<file path="config.mk">
export PLATFORM = sky130hd
export DESIGN_NAME = acc_axil_ctrl_master
export DESIGN_NICKNAME = d
export VERILOG_FILES = /design/src/rtl/acc_axil_ctrl_master_pkg.sv /design/src/rtl/acc_axil_ctrl_master.sv
export SDC_FILE = /design/constraint.sdc
export NUM_CORES = 1
export LEC_CHECK = 0
export CAP_MARGIN = 20
export CORE_MARGIN = 10
export CORE_UTILIZATION = 39
export CTS_CLUSTER_SIZE = 12
export DETAILED_ROUTE_END_ITERATION = 8
export GPL_TIMING_DRIVEN = 0
export PLACE_DENSITY_LB_ADDON = 0.05
export SYNTH_ARGS = -nofsm -noshare
export SYNTH_HDL_FRONTEND = slang
export SYNTH_SLANG_ARGS = --single-unit
</file>
<file path="constraint.sdc">
create_clock -name ACLK -period 2.8 [get_ports ACLK]
set_input_delay 0.28 -clock ACLK [delete_from_list [all_inputs] [get_ports ACLK]]
set_output_delay 0.28 -clock ACLK [all_outputs]
set_load 0.005 [all_outputs]
</file>
<file path="src/rtl/acc_axil_ctrl_master_pkg.sv">
// Shared definitions for the accelerator AXI4-Lite control master: command
// encodings, FSM states, AXI response codes and accelerator register map.
package acc_axil_ctrl_master_pkg;

  localparam int ADDR_W = 12;
  localparam int DATA_W = 32;
  localparam int STRB_W = DATA_W / 8;

  typedef enum logic [1:0] {
    OP_WRITE = 2'b00,
    OP_READ  = 2'b01,
    OP_POLL  = 2'b10,
    OP_RSVD  = 2'b11
  } cmd_op_e;

  typedef enum logic [2:0] {
    ST_IDLE  = 3'd0,
    ST_WR    = 3'd1,
    ST_WRESP = 3'd2,
    ST_RADDR = 3'd3,
    ST_RDATA = 3'd4,
    ST_RESP  = 3'd5
  } state_e;

  localparam logic [1:0] RESP_OKAY   = 2'b00;
  localparam logic [1:0] RESP_SLVERR = 2'b10;

  localparam logic [ADDR_W-1:0] REG_CTRL        = 12'h000;
  localparam logic [ADDR_W-1:0] REG_CFG_CI      = 12'h010;
  localparam logic [ADDR_W-1:0] REG_CFG_CO      = 12'h014;
  localparam logic [ADDR_W-1:0] REG_IFM_SIZE    = 12'h018;
  localparam logic [ADDR_W-1:0] REG_WGT_SIZE    = 12'h01C;
  localparam logic [ADDR_W-1:0] REG_OFM_SIZE    = 12'h020;
  localparam logic [ADDR_W-1:0] REG_TILE_NUM    = 12'h024;
  localparam logic [ADDR_W-1:0] REG_IFM_BASE    = 12'h040;
  localparam logic [ADDR_W-1:0] REG_IFM_BASE_HI = 12'h044;
  localparam logic [ADDR_W-1:0] REG_WGT_BASE    = 12'h048;
  localparam logic [ADDR_W-1:0] REG_WGT_BASE_HI = 12'h04C;
  localparam logic [ADDR_W-1:0] REG_OFM_BASE    = 12'h050;
  localparam logic [ADDR_W-1:0] REG_OFM_BASE_HI = 12'h054;

  function automatic logic poll_match(input logic [DATA_W-1:0] rdata,
                                      input logic [DATA_W-1:0] cmp,
                                      input logic [DATA_W-1:0] mask);
    return (rdata & mask) == (cmp & mask);
  endfunction

endpackage

</file>
<file path="src/rtl/acc_axil_ctrl_master.sv">
// Single-outstanding AXI4-Lite master that turns write/read/poll commands into
// bus transactions and returns one response per command.
module acc_axil_ctrl_master
  import acc_axil_ctrl_master_pkg::*;
#(
  parameter int POLL_MAX = 1024
) (
  input  logic              ACLK,
  input  logic              ARESETn,
  input  logic              cmd_valid,
  output logic              cmd_ready,
  input  logic [1:0]        cmd_op,
  input  logic [ADDR_W-1:0] cmd_addr,
  input  logic [DATA_W-1:0] cmd_wdata,
  input  logic [STRB_W-1:0] cmd_wstrb,
  input  logic [DATA_W-1:0] cmd_mask,
  output logic              rsp_valid,
  input  logic              rsp_ready,
  output logic [DATA_W-1:0] rsp_rdata,
  output logic [1:0]        rsp_resp,
  output logic              rsp_timeout,
  output logic [ADDR_W-1:0] AWADDR,
  output logic              AWVALID,
  input  logic              AWREADY,
  output logic [DATA_W-1:0] WDATA,
  output logic [STRB_W-1:0] WSTRB,
  output logic              WVALID,
  input  logic              WREADY,
  input  logic [1:0]        BRESP,
  input  logic              BVALID,
  output logic              BREADY,
  output logic [ADDR_W-1:0] ARADDR,
  output logic              ARVALID,
  input  logic              ARREADY,
  input  logic [DATA_W-1:0] RDATA,
  input  logic [1:0]        RRESP,
  input  logic              RVALID,
  output logic              RREADY
);

  localparam logic [15:0] POLL_LIMIT = 16'(POLL_MAX);

  state_e              state, state_nxt;
  logic [ADDR_W-1:0]   addr_q;
  logic [DATA_W-1:0]   wdata_q, mask_q;
  logic [STRB_W-1:0]   wstrb_q;
  logic                is_poll_q;
  logic                aw_done, w_done;
  logic [15:0]         attempts;
  logic                poll_timeout;

  assign AWADDR = addr_q;
  assign WDATA  = wdata_q;
  assign WSTRB  = wstrb_q;
  assign ARADDR = addr_q;

  always_ff @(posedge ACLK) begin
    if (!ARESETn) state <= ST_IDLE;
    else          state <= state_nxt;
  end

  always_comb begin
    state_nxt    = state;
    cmd_ready    = 1'b0;
    AWVALID      = 1'b0;
    WVALID       = 1'b0;
    BREADY       = 1'b0;
    ARVALID      = 1'b0;
    RREADY       = 1'b0;
    rsp_valid    = 1'b0;
    poll_timeout = 1'b0;
    case (state)
      ST_IDLE: begin
        cmd_ready = 1'b1;
        if (cmd_valid) state_nxt = (cmd_op == OP_WRITE) ? ST_WR : ST_RADDR;
      end
      ST_WR: begin
        AWVALID = !aw_done;
        WVALID  = !w_done;
        if ((aw_done || AWREADY) && (w_done || WREADY)) state_nxt = ST_WRESP;
      end
      ST_WRESP: begin
        BREADY = 1'b1;
        if (BVALID) state_nxt = ST_RESP;
      end
      ST_RADDR: begin
        ARVALID = 1'b1;
        if (ARREADY) state_nxt = ST_RDATA;
      end
      ST_RDATA: begin
        RREADY = 1'b1;
        if (RVALID) begin
          state_nxt = ST_RESP;
          // A poll only retries on a clean miss; error responses end it at once.
          if (is_poll_q && RRESP == RESP_OKAY && !poll_match(RDATA, wdata_q, mask_q)) begin
            if (attempts >= POLL_LIMIT) poll_timeout = 1'b1;
            else                        state_nxt = ST_RADDR;
          end
        end
      end
      ST_RESP: begin
        rsp_valid = 1'b1;
        if (rsp_ready) state_nxt = ST_IDLE;
      end
      default: state_nxt = ST_IDLE;
    endcase
    if (!ARESETn) begin
      state_nxt = ST_IDLE;
      cmd_ready = 1'b0;
      AWVALID   = 1'b0;
      WVALID    = 1'b0;
      BREADY    = 1'b0;
      ARVALID   = 1'b0;
      RREADY    = 1'b0;
      rsp_valid = 1'b0;
    end
  end

  always_ff @(posedge ACLK) begin
    if (cmd_valid && cmd_ready) begin
      addr_q    <= cmd_addr;
      wdata_q   <= cmd_wdata;
      wstrb_q   <= cmd_wstrb;
      mask_q    <= cmd_mask;
      is_poll_q <= (cmd_op == OP_POLL);
    end
  end

  // The attempt count advances per AR handshake, so the first read is attempt 1.
  always_ff @(posedge ACLK) begin
    if (!ARESETn) begin
      aw_done     <= 1'b0;
      w_done      <= 1'b0;
      attempts    <= '0;
      rsp_rdata   <= '0;
      rsp_resp    <= RESP_OKAY;
      rsp_timeout <= 1'b0;
    end else begin
      if (cmd_valid && cmd_ready) begin
        aw_done     <= 1'b0;
        w_done      <= 1'b0;
        attempts    <= '0;
        rsp_rdata   <= '0;
        rsp_resp    <= RESP_OKAY;
        rsp_timeout <= 1'b0;
      end
      if (AWVALID && AWREADY) aw_done <= 1'b1;
      if (WVALID && WREADY)   w_done  <= 1'b1;
      if (BVALID && BREADY)   rsp_resp <= BRESP;
      if (ARVALID && ARREADY) attempts <= attempts + 16'd1;
      if (RVALID && RREADY) begin
        rsp_rdata   <= RDATA;
        rsp_resp    <= RRESP;
        rsp_timeout <= poll_timeout;
      end
    end
  end

endmodule

</file>
### Word-level counts from Yosys, hierarchy flattened

Index checks and enable logic that the tools add are counted.

* bits in registers: 137
* input bits: 127
* output and inout bits: 102

* $add $sub $neg: 1
* magnitude comparators: 1
* equal/unequal tests: 13
* multiplexer cells: 39
* bitwise operators: 2
* reductions and logical operators: 23

Operator list (count)
* $and A32 B32 Y32: 2
* $mux W32: 2
* $eq A32 B32 Y1: 1
* $mux W16: 2
* $mux W3: 8
* $mux W1: 22
* $pmux W3 S6: 1
* $add A16 B1 Y16 const B: 1
* $ge A16 B11 Y1 const B: 1
* $ne A2 B2 Y1 const B: 6
* $logic_and A1 B1 Y1: 9
* $mux W2: 4
* $reduce_bool A2 Y1: 4
* $eq A3 B2 Y1 const B: 2
* $eq A3 B3 Y1 const B: 2
* $reduce_and A6 Y1: 1
* $logic_not A2 Y1: 2
* $eq A3 B1 Y1 const B: 1
* $logic_not A1 Y1: 3
* $logic_not A3 Y1: 1
* $reduce_bool A3 Y1: 1
* $eq A2 B2 Y1 const B: 1
* $logic_or A1 B1 Y1: 2

### Logic depth before layout (Yosys ltp)

Gate-level depths: netlist (run 1).

* word-level depth: 8
* depth in mapped cells: 8
* mapped depth without buffers: 7

### Worst setup path after synthesis (run 1)

Ideal clock, no wire load.

* path type: register -> register
* from: register state[2]
* to: register addr_q[0] (netlist: ARADDR[0]) (enable)
* library setup time: 434 ps
* arrival time: 2727 ps
* required time: 2366 ps
* setup slack: -362 ps
* stages on the path, launching flop included: 5
* buffers on the path: 1
* cells stage by stage: dfxtp_1 nor4b_2 nand2_1 clkbuf_1 inv_1

* cells in the longest elaborated chain, start to end: 4

RTL lines
* start, declared: RTL line acc_axil_ctrl_master.sv:43 `state_e state, state_nxt;`
* start signal, assigned: RTL line acc_axil_ctrl_master.sv:59 `else state <= state_nxt;`
* $logic_not A3 Y1: RTL line acc_axil_ctrl_master.sv:72 `case (state)`
* $mux W1: RTL line acc_axil_ctrl_master.sv:72
* $mux W1: RTL line acc_axil_ctrl_master.sv:107 `if (!ARESETn) begin`
* via cmd_ready: RTL line acc_axil_ctrl_master.sv:11 `output logic cmd_ready,`
* $logic_and A1 B1 Y1: RTL line acc_axil_ctrl_master.sv:120 `if (cmd_valid && cmd_ready) begin`
* end signal, assigned: RTL line acc_axil_ctrl_master.sv:121 `addr_q <= cmd_addr;`
* end, declared: RTL line acc_axil_ctrl_master.sv:44 `logic [ADDR_W-1:0] addr_q;`

The timed path passes the listed nets, and every way through them passes these cells.
A chain may end at the register's enable or synchronous reset.

### Final worst setup path (run 1)

* from: input ARESETn
* to: register mask_q[9] (enable)

* cells in the longest elaborated chain, start to end: 2

RTL lines
* start, declared: RTL line acc_axil_ctrl_master.sv:9 `input logic ARESETn,`
* $mux W1: RTL line acc_axil_ctrl_master.sv:107
* $logic_and A1 B1 Y1: RTL line acc_axil_ctrl_master.sv:120
* end signal, assigned: RTL line acc_axil_ctrl_master.sv:124 `mask_q <= cmd_mask;`
* end, declared: RTL line acc_axil_ctrl_master.sv:45 `logic [DATA_W-1:0] wdata_q, mask_q;`

Every way passes these cells.

==> flow_metrics.py, run 1 <==
metrics = {
    "status": {
        "status": "completed",
    },
    "sta": {
        "slew_headroom_pct": 58.7,
        "setup_tns_ns": 0,
        "finalCritPeriodShare_pct": 85.0,
        "max_freq_ghz": 0.420,
        "clock_skew_ns": 0.0138,
        "setup_viol": 0,
        "rsz0062_at_grt": "false",
        "fin_ws_ns": 0.420,
        "min_period_ns": 2.38,
        "slew_violations": 0,
        "hold_viol": 0,
        "tightestPinTransition_ns": 0.619,
    },
    "pwr": {
        "power_switching_uw": 1370,
        "power_density_mw_per_mm2": 655,
        "combPwrFrac_pct": 18.8,
        "vdd_drop_max_v": 0.000408,
        "p_int_uw": 4330,
        "p_sw_share_pct": 24.0,
        "p_clk_share_pct": 37.7,
        "p_leak_uw": 0.00312,
        "seq_power_share_pct": 43.5,
    },
    "cts": {
        "insertion_delay_ns": 0.41,
        "cts_tree": "done",
        "clk_pin_slew_worst_paths_ns": 0.05,
        "cts_inserted_buffers": 17,
        "cts_buffer_depth": 2,
        "ctsResizeCount": 0,
        "cts.sink_count": 137,
        "postCtsSetupBuffers": 1,
        "htreeDepth": 4,
        "cts_hold_buf": 0,
        "cts_root_buf": "clkbuf_16",
    },
    "synth": {
        "async_flop_share_pct": 0,
        "synthTopCellsByArea": "edfxtp_1 (44%), dfxtp_1 (20%), xor2_1 (5.3%)",
        "ys_seq_area_share_pct": 63.6,
        "avgSynthCellArea_um2": 12.1,
        "synth-seq-cells": 137,
        "synth_edf_count": 81,
        "synthDominantCellAreaShare_pct": 43.6,
        "syn_area_mm2": 0.00558,
        "synthFlopType": "edfxtp_1",
        "synthCells": 462,
        "synth_common_cells": "edfxtp_1 (81), nand2_1 (59), dfxtp_1 (56), nand3_1 (43)",
        "synthMostInstantiatedCell": "edfxtp_1",
        "synth_area_leader_cell": "edfxtp_1",
        "ys_types": 50,
        "yosysWarnings": 0,
        "synth_nets": 591,
    },
    "placement": {
        "placed_area_mm2": 0.00813,
        "pre_cts_slack_ns": -0.475,
        "gp_congestion": 0.884,
        "port-buffer-count": 228,
        "dp_hpwl_um": 13900,
    },
    "route": {
        "first_pass_iters": 5,
        "drc": 0,
        "drt_wl_total_um": 17500,
        "wire_per_inst_um": 19.3,
        "num_vias": 4417,
        "vias_per_cell": 4.88,
        "drtIter0Drc": 209,
        "postRouteAntennaNets": 0,
    },
    "worst_setup_path": {
        "required_ns": 2.91,
        "critPathMaxFanout": 39,
        "rrSetupSlack_ns": 0.46,
        "cp-start-kind": "input port",
        "endpoint_kind": "flip-flop",
        "critPathKind": "in -> reg",
        "cp.arrival_ns": 2.49,
    },
    "floorplan": {
        "io_pins": 229,
        "core-area_mm2": 0.0139,
        "dieArea_mm2": 0.0195,
        "initial_core_util_pct": 40.1,
        "fp.dieW_um": 140,
        "die_h_um": 140,
        "rows": 43,
    },
    "finish": {
        "drive_gt1_share_pct": 7.72,
        "fillerInstances": 1133,
        "nets": 841,
        "stdcell_area_mm2": 0.00871,
        "area_growth_pct": 56.0,
        "antenna_cells": 0,
    },
    "global_routing": {
        "grt_overflow": 0,
        "grt_util_all_layers_pct": 17.8,
        "grt_pass1_wl_um": 27200,
        "antenna_found_initial": 0,
        "grt_pass1_vias": 4808,
        "grt_max_degree": 40,
    },
    "job": {
        "maxCapViolations": 0,
    },
    "hold_path": {
        "hold_class": "in -> reg",
    },
}
[metal layers]
layer,global-route usage [%],vias to the layer above,share of wire (%)
met4,5.38,0,0.92
met5,0,-,0
met1,18.1,2088,37
li1,-,2158,-
met3,9.19,14,10
met2,31.1,157,52
[cells in the final DEF (no fill, tap or decap), types with 3 or more instances in the layout]
cell             count
o211a_1              3
nand3_1             43
xor2_1              34
buf_2                6
nor3_1               3
a22oi_1             18
and3_1               5
and2_1               8
bufinv_16            3
edfxtp_1            81
mux2i_1              6
inv_1                5
clkbuf_16           17
buf_4               13
clkdlybuf4s50_1    228
nor2_1              17
clkbuf_1            12
nand2_1             59
nand4_1              6
clkinv_1             9
dfxtp_1             56
a21boi_0            34
nor2b_1              6
o21ai_0              8
[worst paths after layout]
path	from	endpoint	cells after the start
worst max-delay path	ARESETn	mask_q[9]$_DFFE_PP_	7
worst max register to register	state[2]$_SDFFE_PN0P_	mask_q[9]$_DFFE_PP_	6
worst min register to register	rsp_timeout$_SDFFE_PN0P_	rsp_timeout$_SDFFE_PN0P_	2
worst min-delay path	cmd_mask[29]	mask_q[29]$_DFFE_PP_	1
[area by class of cell]
cell class | instances | area [µm²] | share of cell area [%]
buffer | 32 | 180 | 2.07
tap | 180 | 225 | 2.59
timing repair buffer | 231 | 2330 | 26.8
sequential | 137 | 3550 | 40.8
clock buffer | 18 | 429 | 4.93
inverter | 6 | 26.3 | 0.302
clock inverter | 14 | 136 | 1.57
multi-input combinational | 287 | 1830 | 21.0
[metrics by stage]
step,std cells,power [µW],util [%],hold WS [ns]
finish,905,5700,62.5,0.417
global route,905,5970,62.5,0.403
CTS,905,5770,62.5,0.399
detailed placement,872,3600,58.4,0.459
global placement,870,3570,58.1,0.453
floorplan,462,2950,-,0.379
[power groups by stage]
stage	registers (µW)	logic (µW)	clock network [µW]
finish	2480	1070	2150
global route	2500	1170	2290
CTS	2480	1090	2190
detailed placement	2520	1080	0
global placement	2530	1040	0
floorplan	2520	430	0
[registers in the layout, indices dropped and copies added (netlist names), 2 cells and up]
| register | count |
|---|---|
| ARADDR | 12 |
| WDATA | 32 |
| WSTRB | 4 |
| attempts | 16 |
| mask_q | 32 |
| rsp_rdata | 32 |
| rsp_resp | 2 |
| state | 3 |
[critical path: stages]
cell	delay (ns)
clkdlybuf4s50_1	0.60
nor4b_2	0.29
nand2_1	0.28
clkbuf_1	0.35
clkinvlp_4	0.20
buf_12	0.24
buf_12	0.22
[cells by family after synthesis]
group / share of synthesized area (%)
mux: 1.08
compound gates: 10.1
flops: 63.6
xor+xnor: 5.65
buf+inv: 3.63
fa+ha+maj: 0.448
simple gates: 15.5
Note: power is estimated with default switching activity, not from simulation.
==> run 2: changes to the inputs <==
SKIP_CTS_REPAIR_TIMING = 1   (was unset)
==> run 2 against run 1 <==
Against the previous run:
- register-to-register slack lost 0.09 ns
- clock skew barely moved
- sequential share of layout area is essentially flat
- first-iteration DRC count rose by 14%
- wire length up 0.18%
==> flow_metrics.py, run 2 (synthesis gave the netlist of run 1 again) <==
metrics = {
    "global_routing": {
        "antenna_found_initial": 0,
        "grt_overflow": 0,
        "grt_pass1_wl_um": 27200,
        "grt_util_all_layers_pct": 17.8,
        "grt_pass1_vias": 4803,
        "grt_max_degree": 40,
    },
    "route": {
        "drt_wl_total_um": 17500,
        "drc": 0,
        "postRouteAntennaNets": 0,
        "top_layer_used": "met4",
        "wl_met2_um": 9140,
        "drtIter0Drc": 238,
        "wire_per_inst_um": 19.3,
        "first_pass_iters": 6,
        "route.met3.wl_um": 1820,
        "vias_per_cell": 4.92,
        "wl_met1_um": 6390,
        "num_vias": 4455,
    },
    "placement": {
        "port-buffer-count": 228,
        "gp_congestion": 0.884,
        "pre_cts_slack_ns": -0.475,
        "dp_hpwl_um": 13900,
    },
    "worst_setup_path": {
        "cp-start-kind": "input port",
        "critPathKind": "in -> reg",
        "critPathMaxFanout": 39,
        "endpoint_kind": "flip-flop",
        "required_ns": 2.96,
        "cp.arrival_ns": 2.62,
    },
    "floorplan": {
        "fp.dieW_um": 140,
        "rows": 43,
        "dieArea_mm2": 0.0195,
        "initial_core_util_pct": 40.1,
        "die_h_um": 140,
        "core-area_mm2": 0.0139,
        "io_pins": 229,
    },
    "finish": {
        "nets": 842,
        "finish.utilization_pct": 62.5,
        "antenna_cells": 0,
        "fillerInstances": 1135,
        "final_common_cell": "clkdlybuf4s50_1",
        "mostFrequentLayoutCells": "clkdlybuf4s50_1 (228), edfxtp_1 (81), nand2_1 (59)",
        "drive_gt1_share_pct": 7.85,
        "area_growth_pct": 56.1,
    },
    "sta": {
        "fin_ws_ns": 0.344,
        "holdWs_ns": 0.417,
        "setup_tns_ns": 0,
        "finalCritPeriodShare_pct": 87.7,
        "slew_violations": 0,
        "tightestPinTransition_ns": 0.633,
        "setup_viol": 0,
        "hold_viol": 0,
        "rsz0062_at_grt": "false",
        "clock_skew_ns": 0.0135,
        "min_period_ns": 2.46,
        "slew_headroom_pct": 57.8,
        "max_freq_ghz": 0.407,
    },
    "status": {
        "status": "completed",
    },
    "cts": {
        "cts_buffer_depth": 2,
        "cts_root_buf": "clkbuf_16",
        "cts_tree": "done",
        "clk_pin_slew_worst_paths_ns": 0.05,
        "insertion_delay_ns": 0.41,
        "cts.sink_count": 137,
        "cts_inserted_buffers": 17,
        "htreeDepth": 4,
    },
    "pwr": {
        "p_leak_uw": 0.00313,
        "vdd_drop_max_v": 0.000408,
        "power_density_mw_per_mm2": 654,
        "finalPower_uw": 5700,
    },
    "job": {
        "maxCapViolations": 0,
    },
    "hold_path": {
        "hold_class": "in -> reg",
    },
}
==> run 2: cell count changes in the layout (fill, tap and decap cells not counted) <==
| cell | delta |
|---|---|
| buf_4 | +1 |
==> run 2: worst max-delay path, stage by stage <==
cell	delay [ns]
clkdlybuf4s50_1	0.53
nor4b_2	0.22
nand2_1	0.30
clkbuf_1	0.51
clkinvlp_4	0.31
buf_12	0.25
buf_12	0.19
==> run 2: worst paths after layout <==
check / endpoint / cells past startpoint / startpoint / slack (ns)
hold reg to reg: rsp_timeout$_SDFFE_PN0P_ / 2 / rsp_timeout$_SDFFE_PN0P_ / 0.46
setup reg to reg: mask_q[9]$_DFFE_PP_ / 6 / state[2]$_SDFFE_PN0P_ / 0.37
setup / recovery: mask_q[9]$_DFFE_PP_ / 7 / ARESETn / 0.34
hold / removal: mask_q[29]$_DFFE_PP_ / 1 / cmd_mask[29] / 0.42
==> run 2: layout make-up <==
class	count	area, µm²	share of cell area [%]
multi-input cells	287	1830	21.0
well taps	180	225	2.58
plain buffers	32	180	2.07
clock buffers	18	429	4.92
flip-flops and latches	137	3550	40.8
repair buffers	232	2340	26.8
clock inverters	14	136	1.56
inverters	6	26.3	0.302
==> run 2: layer usage <==
metal / vias to the layer above / global-route usage, %
met5: - / 0
met4: 0 / 5.38
met3: 13 / 8.91
met2: 166 / 31.1
met1: 2104 / 18.3
li1: 2172 / -
==> run 2: stage by stage <==
stage               instances  instance area [µm²]
floorplan                 462                 5590
CTS                       904                 8700
global placement          870                 8090
global route              906                 8710
finish                    906                 8710
detailed placement        872                 8130
==> run 2: power breakdown <==
group | leakage [µW] | internal (µW) | switching (µW)
Combinational | 0.00166 | 594 | 483
Clock | 0.000271 | 1370 | 778
Sequential | 0.00120 | 2370 | 108
